## src/rtl/cpu6_immdec_pipe.sv

```systemverilog
// cpu6 decode-stage immediate decoder with pc+imm target, behind a two-entry
// valid/ready skid buffer so both the input and output sides are registered.
module cpu6_immdec_pipe #(
  parameter int XLEN      = 32,
  parameter int IMMTYPE_W = 3
) (
  input  logic                 clk,
  input  logic                 reset,
  input  logic                 flush,
  input  logic                 in_valid,
  output logic                 in_ready,
  input  logic [31:0]          in_instr,
  input  logic [IMMTYPE_W-1:0] in_immtype,
  input  logic [XLEN-1:0]      in_pc,
  output logic                 out_valid,
  input  logic                 out_ready,
  output logic [XLEN-1:0]      out_imm,
  output logic [XLEN-1:0]      out_target,
  output logic [XLEN-1:0]      out_pc,
  output logic                 out_illegal
);

  localparam logic [IMMTYPE_W-1:0] IMM_NONE  = IMMTYPE_W'(0);
  localparam logic [IMMTYPE_W-1:0] IMM_I     = IMMTYPE_W'(1);
  localparam logic [IMMTYPE_W-1:0] IMM_S     = IMMTYPE_W'(2);
  localparam logic [IMMTYPE_W-1:0] IMM_B     = IMMTYPE_W'(3);
  localparam logic [IMMTYPE_W-1:0] IMM_U     = IMMTYPE_W'(4);
  localparam logic [IMMTYPE_W-1:0] IMM_J     = IMMTYPE_W'(5);
  localparam logic [IMMTYPE_W-1:0] IMM_SHAMT = IMMTYPE_W'(6);
  localparam logic [IMMTYPE_W-1:0] IMM_CSR   = IMMTYPE_W'(7);

  // One stored entry: {illegal, pc, target, imm}
  localparam int DW = 3 * XLEN + 1;

  typedef enum logic [1:0] {
    ST_EMPTY,
    ST_ONE,
    ST_TWO
  } state_t;

  state_t          state_reg, state_next;
  logic            in_ready_reg;
  logic [DW-1:0]   out_reg, skid_reg;
  logic [DW-1:0]   dec_bundle;
  logic [XLEN-1:0] dec_imm, dec_target;
  logic            dec_illegal;
  logic            accept, emit;
  logic            load_out_in, load_out_skid, load_skid;

  // Opcode bits never carry immediate data.
  logic unused_opcode;
  assign unused_opcode = ^in_instr[6:0];

  // Immediate extraction; sign extension always comes from instr[31].
  always_comb begin
    dec_imm     = '0;
    dec_illegal = 1'b0;
    case (in_immtype)
      IMM_NONE: dec_imm = '0;
      IMM_I:    dec_imm = {{(XLEN-12){in_instr[31]}}, in_instr[31:20]};
      IMM_S:    dec_imm = {{(XLEN-12){in_instr[31]}}, in_instr[31:25], in_instr[11:7]};
      IMM_B:    dec_imm = {{(XLEN-13){in_instr[31]}}, in_instr[31], in_instr[7],
                           in_instr[30:25], in_instr[11:8], 1'b0};
      IMM_U:    dec_imm = {{(XLEN-32){in_instr[31]}}, in_instr[31:12], 12'b0};
      IMM_J:    dec_imm = {{(XLEN-21){in_instr[31]}}, in_instr[31], in_instr[19:12],
                           in_instr[20], in_instr[30:21], 1'b0};
      IMM_SHAMT: begin
        if (XLEN == 32) begin
          // Bit 25 set means a 6-bit shamt, which RV32 cannot encode.
          dec_imm     = {{(XLEN-5){1'b0}}, in_instr[24:20]};
          dec_illegal = in_instr[25];
        end else begin
          dec_imm = {{(XLEN-6){1'b0}}, in_instr[25:20]};
        end
      end
      IMM_CSR:  dec_imm = {{(XLEN-5){1'b0}}, in_instr[19:15]};
      default:  dec_imm = '0;
    endcase
  end

  assign dec_target = in_pc + dec_imm;
  assign dec_bundle = {dec_illegal, in_pc, dec_target, dec_imm};

  // Handshakes use only registered ready so flush never gates ready combinationally.
  assign accept = in_valid & in_ready_reg;
  assign emit   = (state_reg != ST_EMPTY) & out_ready;

  // Next-state and datapath load selects for the skid buffer.
  always_comb begin
    state_next    = state_reg;
    load_out_in   = 1'b0;
    load_out_skid = 1'b0;
    load_skid     = 1'b0;
    if (flush) begin
      state_next = ST_EMPTY;
    end else begin
      case (state_reg)
        ST_EMPTY: begin
          if (accept) begin
            state_next  = ST_ONE;
            load_out_in = 1'b1;
          end
        end
        ST_ONE: begin
          if (accept && emit) begin
            load_out_in = 1'b1;
          end else if (accept) begin
            state_next = ST_TWO;
            load_skid  = 1'b1;
          end else if (emit) begin
            state_next = ST_EMPTY;
          end
        end
        ST_TWO: begin
          if (emit) begin
            state_next    = ST_ONE;
            load_out_skid = 1'b1;
          end
        end
        default: state_next = ST_EMPTY;
      endcase
    end
  end

  // State and registered ready; reset drops any in-flight data immediately.
  always_ff @(posedge clk or posedge reset) begin
    if (reset) begin
      state_reg    <= ST_EMPTY;
      in_ready_reg <= 1'b1;
    end else begin
      state_reg    <= state_next;
      in_ready_reg <= (state_next != ST_TWO);
    end
  end

  // Output entry: fresh decode or the older skid entry, preserving FIFO order.
  always_ff @(posedge clk or posedge reset) begin
    if (reset) begin
      out_reg <= '0;
    end else if (load_out_in) begin
      out_reg <= dec_bundle;
    end else if (load_out_skid) begin
      out_reg <= skid_reg;
    end
  end

  // Skid entry: catches a decode accepted while the output is stalled.
  always_ff @(posedge clk or posedge reset) begin
    if (reset) begin
      skid_reg <= '0;
    end else if (load_skid) begin
      skid_reg <= dec_bundle;
    end
  end

  assign in_ready    = in_ready_reg;
  assign out_valid   = (state_reg != ST_EMPTY);
  assign out_imm     = out_reg[XLEN-1:0];
  assign out_target  = out_reg[2*XLEN-1:XLEN];
  assign out_pc      = out_reg[3*XLEN-1:2*XLEN];
  assign out_illegal = out_reg[DW-1];

endmodule

```

## config.mk

```make
export PLATFORM = sky130hd
export DESIGN_NAME = cpu6_immdec_pipe
export DESIGN_NICKNAME = d
export VERILOG_FILES = /design/src/rtl/cpu6_immdec_pipe.sv
export SDC_FILE = /design/constraint.sdc
export NUM_CORES = 1
export LEC_CHECK = 0
export BUFFER_PORTS_ARGS = -buffer_cell sky130_fd_sc_hd__buf_2
export CORE_MARGIN = 1.5
export CORE_UTILIZATION = 33
export DETAILED_ROUTE_END_ITERATION = 8
export SETUP_SLACK_MARGIN = 0.05
export SYNTH_ARGS = -nofsm -noshare
export SYNTH_HDL_FRONTEND = slang
export SYNTH_SLANG_ARGS = --single-unit
```

## constraint.sdc

```tcl
create_clock -name clk -period 15.11 [get_ports clk]
set_input_delay 1.511 -clock clk [delete_from_list [all_inputs] [get_ports clk]]
set_output_delay 1.511 -clock clk [all_outputs]
set_load 0.02 [all_outputs]
```

== After elaboration in Yosys (flattened, before gate mapping) ==
Index checks and enable logic that the tools add are counted.
Word-level totals
  output and inout bits: 99
  register bits: 197
Cells by class
  mux-type cells: 21
  eq/ne operators: 10
  reduce and logical (&&, ||, !) cells: 5
  bitwise operators: 2
  add/subtract/negate cells: 1
Operator list (number)
  $pmux 32 s8: 1
  $mux 97: 2
  $add 32x32->32: 1
  $eq 3x3->1 const B: 4
  $mux 2: 6
  $mux 1: 10
  $eq 3x2->1 const B: 2
  $pmux 2 s3: 1
  $reduce_bool 2->1: 2
  $eq 3x1->1 const B: 1
  $logic_not 3->1: 1
  $and 1x1->1: 2
  $eq 2x1->1 const B: 1
  $eq 2x2->1 const B: 1
  $logic_not 2->1: 1
  $ne 2x2->1 const B: 1
  $pmux 1 s2: 1
  $logic_and 1x1->1: 1

== Longest topological paths before layout ==
Gate-level depths: netlist of run 1.
  depth in word-level cells: 8
  gate-level depth with buffers: 16
  depth with buffers taken out: 15

== Worst setup path before layout of run 1 ==
Ideal clock, no wire load.
  path type: input-to-reg
  start: input port in_immtype[0]
  end: register skid_reg[62]
  data arrival time: 4108 ps
  setup time: 126 ps
  path buffers: 2
  stages: 14
  path slack: 10876 ps
  required time: 14984 ps
  path through: nor2b_1 a21o_1 and2_1 buf_2 a21o_1 ha_1 buf_6 a21o_1 or3_1 a31o_1 and2_4 a31oi_1 o41ai_1 a221o_1
Between the ends
  word-level cells in the longest chain between the ends: 3
Ends and longest elaborated chain
  from (decl): RTL line 13  | input logic [IMMTYPE_W-1:0] in_immtype,
  $eq 3x3->1, or another cell as far along: RTL line 58  | case (in_immtype)
  $pmux 32 s8 *: RTL line 58
  named net dec_imm[27]: RTL line 45  | logic [XLEN-1:0] dec_imm, dec_target;
  $add 32x32->32 *: RTL line 81  | assign dec_target = in_pc + dec_imm;
  to (signal assigned): RTL line 152  | skid_reg <= dec_bundle;
  to (decl): RTL line 43  | logic [DW-1:0] out_reg, skid_reg;
The timed path passes the listed nets; every way through them passes the cells marked *.
A chain may end at the register's enable or synchronous reset.

== Worst setup path after layout of run 1 ==
  start: input port in_immtype[2]
  end: register skid_reg[60]
Same word-level chain as after synthesis.

==> impl_results.md, run 1 <==
* Post-synth EDFFs at 0
* Initial core utilization at 33.6%
* DRC Markers at 7
* Fin. max-slew vios at 0
* Peak VDD IR at 0.0642 mV
* Crit path kind: in -> reg
* Failing checks: DRC
* First-pass GRT wire length at 49000 um
* DR WL/cell at 18.3 um
* Cell Pwr Density at 137 nW/um^2
* Critical Path RT at 15.44 ns
* Rows at 64
* CTS tree: done
* DR vias at 8840
* Hold depth at 2
* YS warnings at 0
* RSZ-0062 raised after global routing: no
* Multi-input logic area at 5080 um^2
* Vias in the first global route at 8459
* Status: complete, but fails checks
* Post-CTS Setup Inserts at 0
* Maximum buffer depth of the clock tree at 2
* Diodes inserted at 0
* Ports at 171
* Setup Skew at 0.0120 ns
* IO buf count at 163
* Worst slew pin tran at 1.23 ns
* Post-cts hold buffer count at 0
* Critical R2R Capture: out_reg[1]
* Reg2Reg Launch Point: in_ready
* Reg2Reg Setup Slack at 12.03 ns
* Count of final hold-check violations at 0
* Synthesized area at 10300 um^2
* Initial antenna violation count at 0
* Share of cells above drive strength 1 at 18.3%
* Sequential fraction of the synthesis area at 47.7%
* DRT antenna net count at 0
* CTS sink count at 197
* Setup TNS at 0 ns
* Cts repair resizes at 0
* Nets at 1386
* Die width at 180 um
* Die H at 180 um
* Async set-reset flop share out of synthesis at 100%
* Setup ws final at 10.17 ns
* GR Overflow Total at 0
* Iter 0 DRT Violations at 684
* Area of the core at 30700 um^2
* Post-Syn Nets at 1259
* Vias per inst at 5.23
* Final setup vio count at 0
* Max transition margin at 17.2%
* Root Buffer: clkbuf_16
* Register area at 4930 um^2
* Worst hold slack at 0.477 ns
* CP arrival at 5.27 ns
* Fmax at 0.202 GHz
* P_leak at 5.90 nW
* Final Instance Area at 12100 um^2
* Gp weighted congestion at 0.878
* HP Class: reg -> reg
* Routed WL at 30900 um
* Minimum clock period at 4.94 ns
* Netlist cell types at 69
* CTS buffer count at 17
* Critical Path Sink Type: register
* Setup WS pre-CTS at 9.81 ns
* GRT Resource Usage Total at 19.4%
* Startpoint of the worst hold path: out_reg[90]
* DRT Pass-1 Iters at 7
* Clock Latency Late Sink at 0.45 ns
* Syn avg cell area at 8.95 um^2
* Cells after synthesis at 1155
* Final worst-path cycle share at 32.7%
* MaxCap Viol Count at 0
* # fillers at 3108
* Die ar. at 32400 um^2
* Crit path launch type: input pin
* Area after DPL at 11500 um^2
* Synth Flop Type: dfrtp_1
* Largest net degree at the start of global routing at 126
* #FFs+latches synth at 197
* FF-to-FF path depth at 8
* CP Max Fanout at 15
* Worst-path clk slew at 0.08 ns
* DP HPWL at 21600 um
* Htree depth at 4
* Worst Hold Endpoint: out_reg[90]
* Pwr Total at 1.65 mW
* Area growth, synth to finish at 16.8%
final cells by class:
type | instances | area share (%)
Multi-Input combinational cell | 868 | 42.0
Sequential cell | 197 | 40.8
Timing Repair Buffer | 172 | 7.31
Tap cell | 396 | 4.10
Clock buffer | 17 | 3.52
Clock inverter | 15 | 1.34
Inverter | 26 | 0.870
cell families after synthesis:
family / share of synthesized area, %
xor+xnor: 1.95
flops: 47.7
fa+ha+maj: 3.94
buf+inv: 3.53
simple gates: 19.1
mux: 4.15
compound gates: 19.7
Yosys cell counts (all sizes together) (11+ instances only):
cell | n | share of area [%]
a22oi | 45 | 3.3
mux2i | 35 | 3.4
inv | 26 | 0.94
o21ai | 94 | 4.6
nand2 | 261 | 9.5
xor2 | 13 | 1.1
ha | 31 | 3.8
a211oi | 24 | 1.7
clkbuf | 41 | 1.5
a221o | 11 | 1.1
a21oi | 62 | 3.2
nor2b | 25 | 1.5
buf | 23 | 1.1
dfrtp | 196 | 47
a21o | 28 | 2.0
nor2 | 112 | 4.1
worst max-delay path, cell delays in order:
cell,delay (ns)
buf_2,0.24
inv_1,0.15
nor3_1,1.00
a21o_1,0.35
ha_1,0.35
and2_1,0.23
a221oi_2,0.40
o21ai_0,0.16
a31oi_1,0.27
nand3_1,0.16
xor2_1,0.18
mux2_2,0.27
per-layer routing:
metal	global-route usage, %	up-vias	wire length [um]	part of all wire, %
li1	-	4287	-	-
met1	28.2	4277	14700	48
met2	30.1	254	14000	45
met3	3.23	22	1850	6.0
met4	4.87	0	393	1.3
met5	0	-	0	0
cell usage in the layout, fill, tap and decap left out, drive strengths merged, types with 4 or more instances in the layout:
master	netlist	layout
a21oi	62	62
a22oi	45	45
o21a	7	7
mux2i	35	35
a31oi	9	9
buf	23	172
a21o	28	28
a211o	4	4
dfrtp	196	196
nor4	5	5
xnor2	10	10
or3	7	7
clkinv	0	5
and3	7	7
inv	26	34
nand2	261	261
nor3	9	9
clkbuf	41	17
mux2	7	7
nor2	112	112
nor2b	25	25
nand3	9	9
xor2	13	13
a221o	11	11
o21ai	94	94
o211ai	5	5
a211oi	24	24
ha	31	31
nand2b	5	5
worst max-delay path by stage:
| stage | to | from | cells after the start | slack, ns |
|---|---|---|---|---|
| finish | skid_reg[60] | in_immtype[2] | 12 | 10.17 |
| global route | skid_reg[60] | in_immtype[2] | 12 | 9.92 |
| CTS | skid_reg[60] | in_immtype[2] | 12 | 10.28 |
| detailed placement | skid_reg[60] | in_immtype[2] | 12 | 9.81 |
| global placement | skid_reg[60] | in_immtype[2] | 12 | 9.85 |
| floorplan | out_reg[0] | reset | 1 | 8.23 |
metrics by stage:
step           std cells  utilization, %
2_1_floorplan       1155               -
3_3_place_gp        1659            37.4
3_5_place_dp        1659            37.4
4_1_cts             1691            39.3
5_1_grt             1691            39.3
6_report            1691            39.3
report_power, final:
part	internal, mW	switching (mW)
registers	0.661	0.0721
clock network	0.235	0.227
logic	0.167	0.287
Power figures use the tool's default switching activity.
==> run 2: changes to the inputs <==
ABC_AREA = 1   (was default)
clock period = 4 ns   (was 15.11 ns; I/O delays follow)
==> run 2 against run 1 <==
The flow now finishes without violations. Non-clock buffer count rose by 5. Synthesized area is 4.1% higher. Setup slack got worse by 9.0 ns. Design area up 4.4%. Critical path type unchanged. Largest power group unchanged.
==> impl_results.md, run 2 <==
* GRT Resource Usage Total at 20.3% (+0.92 points)
* GR Overflow Total at 0 (unchanged)
* Synth top area share at 45.6% (-1.9 points)
* Routed WL at 33100 um (+7.1%)
* Htree depth at 4 (unchanged)
* Initial antenna violation count at 0 (unchanged)
* Post-synth EDFFs at 0 (unchanged)
* Final worst-path cycle share at 70.9%
* RSZ-0062 raised after global routing: no
* YS warnings at 0 (unchanged)
* HP Class: in -> reg
* Root Buffer: clkbuf_16
* P_leak at 6.85 nW (+16%)
* CTS buffer count at 17 (unchanged)
* Final core occ at 39.6% (+0.36 points)
* Most common cell after layout, fill and taps aside: nand2_1
* Iter 0 DRT Violations at 703 (+2.8%)
* Vias per inst at 4.72 (-9.7%)
* Critical Path RT at 4.39 ns (-11.05 ns)
* Area of the core at 31800 um^2 (+3.4%)
* CP cell instances: buf_2, inv_1, nand2_1, inv_1, nand3_1, o211ai_1, ha_1, inv_1, fa_1, inv_1, nand3_1, nand2_1, nand2_1, nand2_1, nand2_1, nand2_1, xor2_1, nand2_1, nand3_1
* Netlist cell types at 37 (-46%)
* CP arrival at 3.23 ns (-2.04 ns)
* CP Max Fanout at 15 (unchanged)
* Critical Path Sink Type: register
* # fillers at 3365 (+8.3%)
* Crit path launch type: input pin
* DP HPWL at 24300 um (+12%)
* Cells after synthesis at 1479 (+28%)
* Post-synth top cells: nand2_1 (585), inv_1 (205), dfrtp_1 (196)
* Final setup vio count at 0 (unchanged)
* Synth Flop Type: dfrtp_1
* Minimum clock period at 2.84 ns
* GRT met3 Usage at 5.37% (+2.1 points)
* Gp weighted congestion at 0.874 (-0.43%)
* DRT antenna net count at 0 (unchanged)
* Largest net degree at the start of global routing at 144 (+14%)
* Crit path kind: in -> reg
* Cell Pwr Density at 526 nW/um^2 (+290%)
* Most numerous cell in the Yosys netlist: nand2_1
* Nets at 1723 (+24%)
* MaxCap Viol Count at 0 (unchanged)
* Initial core utilization at 33.9% (+0.22 points)
* Worst slew pin tran at 0.898 ns (-0.334 ns)
* Rows at 65 (+1.6%)
* Share of cells above drive strength 1 at 13.3% (-5.0 points)
* Syn avg cell area at 7.28 um^2 (-19%)
* DRC Markers at 0 (-7)
* DR WL/cell at 16.0 um (-12%)
* Clock Latency Late Sink at 0.46 ns (about the same)
* Reg2Reg Setup Slack at 1.77 ns (-10.26 ns)
* Die ar. at 33700 um^2 (+4.0%)
* #FFs+latches synth at 197 (unchanged)
* Worst-path clk slew at 0.07 ns (about the same)
* Async set-reset flop share out of synthesis at 100% (unchanged)
* Area growth, synth to finish at 17.1%
* Commonest cells after routing, fill and taps aside: nand2_1 (585), inv_1 (204), dfrtp_1 (196)
* Setup Skew at 0.00807 ns (-0.00392 ns)
* Synthesized area at 10800 um^2 (+4.1%)
* CTS tree: done
* CTS sink count at 197 (unchanged)
* Synth top area cells: dfrtp_1 (46%), nand2_1 (20%), inv_1 (7.1%)
* Ports at 171 (unchanged)
* Die width at 184 um (+2.0%)
* GR Layer Usage met1 at 27.6% (-0.54 points)
* CP max-delay cell: fa_1
* Fmax at 0.352 GHz
* Setup TNS at 0 ns (unchanged)
* CP most frequent cell: nand2_1
* Die H at 184 um (+2.0%)
* Maximum buffer depth of the clock tree at 2 (unchanged)
* IO buf count at 163 (unchanged)
* Count of final hold-check violations at 0 (unchanged)
* DRT Pass-1 Iters at 6 (-1)
* Peak VDD IR at 0.327 mV (+410%)
* Fin. max-slew vios at 0 (unchanged)
* Synth area leader: dfrtp_1
* Post-Syn Nets at 1583 (+26%)
* Layer with the highest usage: met2
* Critical path's largest stage delay at 0.40 ns (-0.60 ns)
* Sequential fraction of the synthesis area at 45.8% (-1.9 points)
* Status: finished clean
* Met2 track demand over resource at 30.9% (+0.81 points)
* First-pass GRT wire length at 52100 um (+6.3%)
* DR vias at 9762 (+10%)
* Vias in the first global route at 9371 (+11%)
* Max transition margin at 40.1% (+23 points)
==> run 2: cell count changes after synthesis, sizes merged, moves of 23 or more <==
cell | before | now
nand2 | 261 | 586
inv | 26 | 211
nor2b | 25 | 0
a22oi | 45 | 10
o211ai | 5 | 45
mux2i | 35 | 0
nor2 | 112 | 74
nand3 | 9 | 74
a21o | 28 | 2
a211oi | 24 | 1
==> run 2: final timing paths <==
check	start	cells past startpoint	to
max	in_immtype[2]	19	out_reg[44]
min	flush	2	state_reg[0]
max reg2reg	state_reg[0]	9	out_reg[60]
min reg2reg	skid_reg[16]	2	skid_reg[16]
max in group asynchronous	reset	4	out_reg[47]
min in group asynchronous	reset	3	out_reg[0]
==> run 2: through the flow <==
stage	hold slack (ns)	instances	cell area [um^2]	worst slack (ns)	power, mW
final	0.171	2068	12600	1.16	6.63
after global routing	0.181	2067	12600	0.911	7.09
after CTS	0.158	2067	12600	1.16	6.70
after detailed placement	0.458	2034	12000	0.673	4.94
after global placement	0.454	2034	12000	0.730	4.90
after floorplan	0.442	1479	10800	1.05	4.22
==> run 2: layer usage <==
layer,wire length (um),vias up
li1,-,4922
met5,0,-
met2,14400,242
met1,15400,4560
met3,2300,38
met4,977,0
==> run 2: power breakdown <==
part	internal, mW	leakage (nW)	total, mW	switching, mW
registers	2.58	2.43	2.86	0.274
clock network	0.939	0.270	1.74	0.799
logic	0.685	4.15	2.04	1.35
total	4.21	6.85	6.63	2.42
==> run 2: critical path, delay by kind of cell <==
family,cells,cell delay (ns)
AO/OA/AOI/OAI,1,0.25
XOR/XNOR,1,0.35
AND/OR/NAND/NOR,10,0.86
buffers and inverters,5,0.62
adder cells (fa/ha/maj),2,0.73
==> run 2: layout make-up <==
type | instances | area (um^2) | area share (%)
Sequential cell | 197 | 4930 | 39.1
Clock inverter | 11 | 126 | 1.00
Antenna cell | 1 | 2.50 | 0.0199
Timing Repair Buffer | 177 | 973 | 7.72
Tap cell | 435 | 544 | 4.32
Inverter | 211 | 796 | 6.31
Multi-Input combinational cell | 1015 | 4780 | 37.9
Clock buffer | 21 | 450 | 3.57
==> run 2: kinds of logic after synthesis <==
| family | synth area share [%] |
|---|---|
| AO/OA/AOI/OAI | 12.0 |
| flip-flops | 45.8 |
| XOR/XNOR | 1.38 |
| AND/OR/NAND/NOR | 27.3 |
| buffers and inverters | 9.77 |
| adder cells (fa/ha/maj) | 3.79 |
==> run 2: repair_timing <==
action | CTS | global route
setup endpoints to repair | 0 | 0
hold endpoints to repair | 19 | 0
hold buffers | 1 | 0
resized for setup | 0 | 0
buffers inserted | 0 | 0
==> run 3: changes to the inputs <==
ABC_AREA = 0   (was 1)
clock period = 2.61 ns   (was 4 ns; I/O delays follow)
==> run 3 against run 2 <==
Sequential power up 49%. Critical endpoint is now skid_reg[62]. Combinational power up 53%. Non-clock buffer count up 161. Via count down 2.9%. Die area down 3.9%. Sequential share of layout area down 3.9 points. Clock power up 57%. Sequential cell count unchanged. Wire length down 1.3%. Largest power group unchanged. The flow now finishes with violations (DRC). Global-route usage down 0.24 points. Critical path depth down 5.
==> impl_results.md, run 3 (synthesis gave the netlist of run 1 again) <==
* Status: complete, but fails checks
* Failing checks: DRC
* Die H at 180 um (-2.0%)
* Final core occ at 45.6% (+6.0 points)
* Critical Path Sink Type: register
* RSZ-0062 raised after global routing: yes
* Count of final hold-check violations at 0 (unchanged)
* Rows at 64 (-1.5%)
* GR Overflow Total at 0 (unchanged)
* DP HPWL at 24200 um (-0.17%)
* Fmax at 0.399 GHz
* CTS tree: done
* Critical Path RT at 2.94 ns (-1.45 ns)
* Initial core utilization at 33.6% (-0.22 points)
* CP Max Fanout at 8 (-7)
* Iter 0 DRT Violations at 859 (+22%)
* CP startpoint: in_immtype[2]
* Ports at 171 (unchanged)
* Worst slew pin tran at 0.633 ns (-0.265 ns)
* DR WL/cell at 17.6 um (+9.7%)
* P_int at 6.47 mW (+54%)
* Die ar. at 32400 um^2 (-3.9%)
* Crit path kind: in -> reg
* Maximum buffer depth of the clock tree at 2 (unchanged)
* Initial antenna violation count at 6 (+6)
* Minimum clock period at 2.51 ns
* Reg2Reg Setup Slack at 0.50 ns (-1.27 ns)
* Switching pwr at 3.64 mW (+50%)
* Most common cell after layout, fill and taps aside: nand2_1
* Largest net degree at the start of global routing at 108 (-25%)
* MaxCap Viol Count at 0 (unchanged)
* Final Instance Area at 14000 um^2 (+11%)
* Cell Pwr Density at 722 nW/um^2 (+37%)
* Htree depth at 4 (unchanged)
* Commonest cells after routing, fill and taps aside: nand2_1 (257), dfrtp_1 (196), buf_4 (164)
* Worst Setup EP: skid_reg[62]
* CP arrival at 2.84 ns (-0.39 ns)
* GRT Resource Usage Total at 20.1% (-0.24 points)
* Clock power frac at 27.0% (+0.8 points)
* First-pass GRT wire length at 51500 um (-1.3%)
* Peak VDD IR at 0.405 mV (+24%)
* DRT Pass-1 Iters at 8 (+2)
* DRC Markers at 22 (+22)
* Clock Latency Late Sink at 0.45 ns (about the same)
* Final worst-path cycle share at 96.1%
* Register area at 4930 um^2 (unchanged)
* Root Buffer: clkbuf_16
* DRT antenna net count at 0 (unchanged)
* Nets at 1553 (-9.9%)
* DR vias at 9477 (-2.9%)
* HP Class: in -> reg
* Max transition margin at 57.8% (+18 points)
* Die width at 180 um (-2.0%)
* Vias per inst at 5.09 (+7.9%)
* Share of cells above drive strength 1 at 32.0% (+19 points)
* Setup Skew at 0.0112 ns (+0.00310 ns)
* P_leak at 6.78 nW (-0.93%)
* Critical R2R Capture: out_reg[87]
* Sequential share of power at 42.1% (-1.0 points)
* Area growth, synth to finish at 35.6%
* Crit path launch type: input pin
* Switching share of power at 36.0% (-0.52 points)
* IO buf count at 163 (unchanged)
* CTS buffer count at 17 (unchanged)
* # fillers at 3022 (-10%)
* Area after DPL at 12900 um^2 (+7.6%)
* Multi-input logic area at 5600 um^2 (+17%)
* CTS sink count at 197 (unchanged)
* Reg2Reg Launch Point: in_ready
* Gp weighted congestion at 0.962 (+10%)
* Fin. max-slew vios at 0 (unchanged)
* Routed WL at 32700 um (-1.3%)
* Area of the core at 30700 um^2 (-3.3%)
* Final setup vio count at 0 (unchanged)
* Logic gate share of total power at 30.9% (+0.2 points)
* Vias in the first global route at 9135 (-2.5%)
* FF-to-FF path depth at 6 (-3)
* Worst-path clk slew at 0.08 ns (about the same)
==> run 3: cell types whose count changed in the layout (fill, tap and decap cells not counted), sizes merged, moves of 11 or more <==
cell and delta:
nand2 -325, inv -179, buf +159, nand3 -65
o211ai -40, nor2 +38, a22oi +35, mux2i +35
a21o +26, nor2b +25, a211oi +23, a21oi +19
a221o +11
==> run 3: what timing repair did <==
action,4_1_cts,5_1_grt
cloned,0,3
pin swaps,5,23
buffers inserted,0,7
setup endpoints to repair,26,39
endpoints found under the hold margin,15,0
resized for setup,6,69
hold buffers,1,0
==> run 3: worst min path at each step <==
| stage | start | to | slack (ns) | depth (start not counted) |
|---|---|---|---|---|
| finish | in_pc[29] | skid_reg[93] | 0.05 | 3 |
| global route | in_pc[29] | skid_reg[93] | 0.06 | 3 |
| CTS | in_pc[29] | skid_reg[93] | 0.04 | 3 |
| detailed placement | reset | out_reg[70] | 0.46 | 3 |
| global placement | reset | out_reg[70] | 0.46 | 3 |
| floorplan | flush | state_reg[0] | 0.33 | 1 |
==> run 3: power groups by stage <==
stage               Clock, mW  Sequential, mW  Combinational [mW]
floorplan                   0            4.61                1.46
global placement            0            4.29                2.94
detailed placement          0            4.32                2.99
CTS                      2.79            4.26                3.01
global route             2.92            4.36                3.44
finish                   2.73            4.26                3.12
==> run 3: final cells by class <==
cell class	count	share of cell area (%)
Multi-Input combinational cell	869	39.9
Sequential cell	197	35.2
Timing Repair Buffer	338	16.2
Tap cell	396	3.53
Clock buffer	17	3.03
Clock inverter	15	1.30
Inverter	26	0.759
Antenna cell	3	0.0535
==> run 3: stage by stage <==
| stage | total power, mW | std cells | hold slack [ns] | setup WS (ns) | TNS [ns] |
|---|---|---|---|---|---|
| 6_report | 10.1 | 1861 | 0.0548 | 0.101 | 0 |
| 5_1_grt | 10.7 | 1859 | 0.0586 | 0.0265 | 0 |
| 4_1_cts | 10.1 | 1848 | 0.0412 | 0.0503 | 0 |
| 3_5_place_dp | 7.31 | 1815 | 0.457 | -0.543 | -20.40 |
| 3_3_place_gp | 7.23 | 1815 | 0.456 | -0.496 | -17.34 |
| 2_1_floorplan | 6.07 | 1155 | 0.327 | -0.210 | -39.01 |
==> run 3: worst max-delay path: stages <==
cell and delay [ns]:
buf_8 0.09, inv_4 0.03, buf_6 0.12, a21o_4 0.25, and2_4 0.18, a21o_1 0.21, ha_4 0.23, a21o_1 0.19
or3_1 0.30, a31o_1 0.25, and2_4 0.20, a31oi_4 0.14, o41ai_2 0.09, a221o_1 0.27
==> run 3: routing by layer <==
metal	vias to the layer above	share of wire [%]	wire length (um)	GRT usage, %
met5	-	0.11	36	0
met2	258	44	14300	29.7
met4	6	0.95	310	4.61
met3	26	6.2	2030	4.75
met1	4564	49	16000	29.7
li1	4623	-	-	-
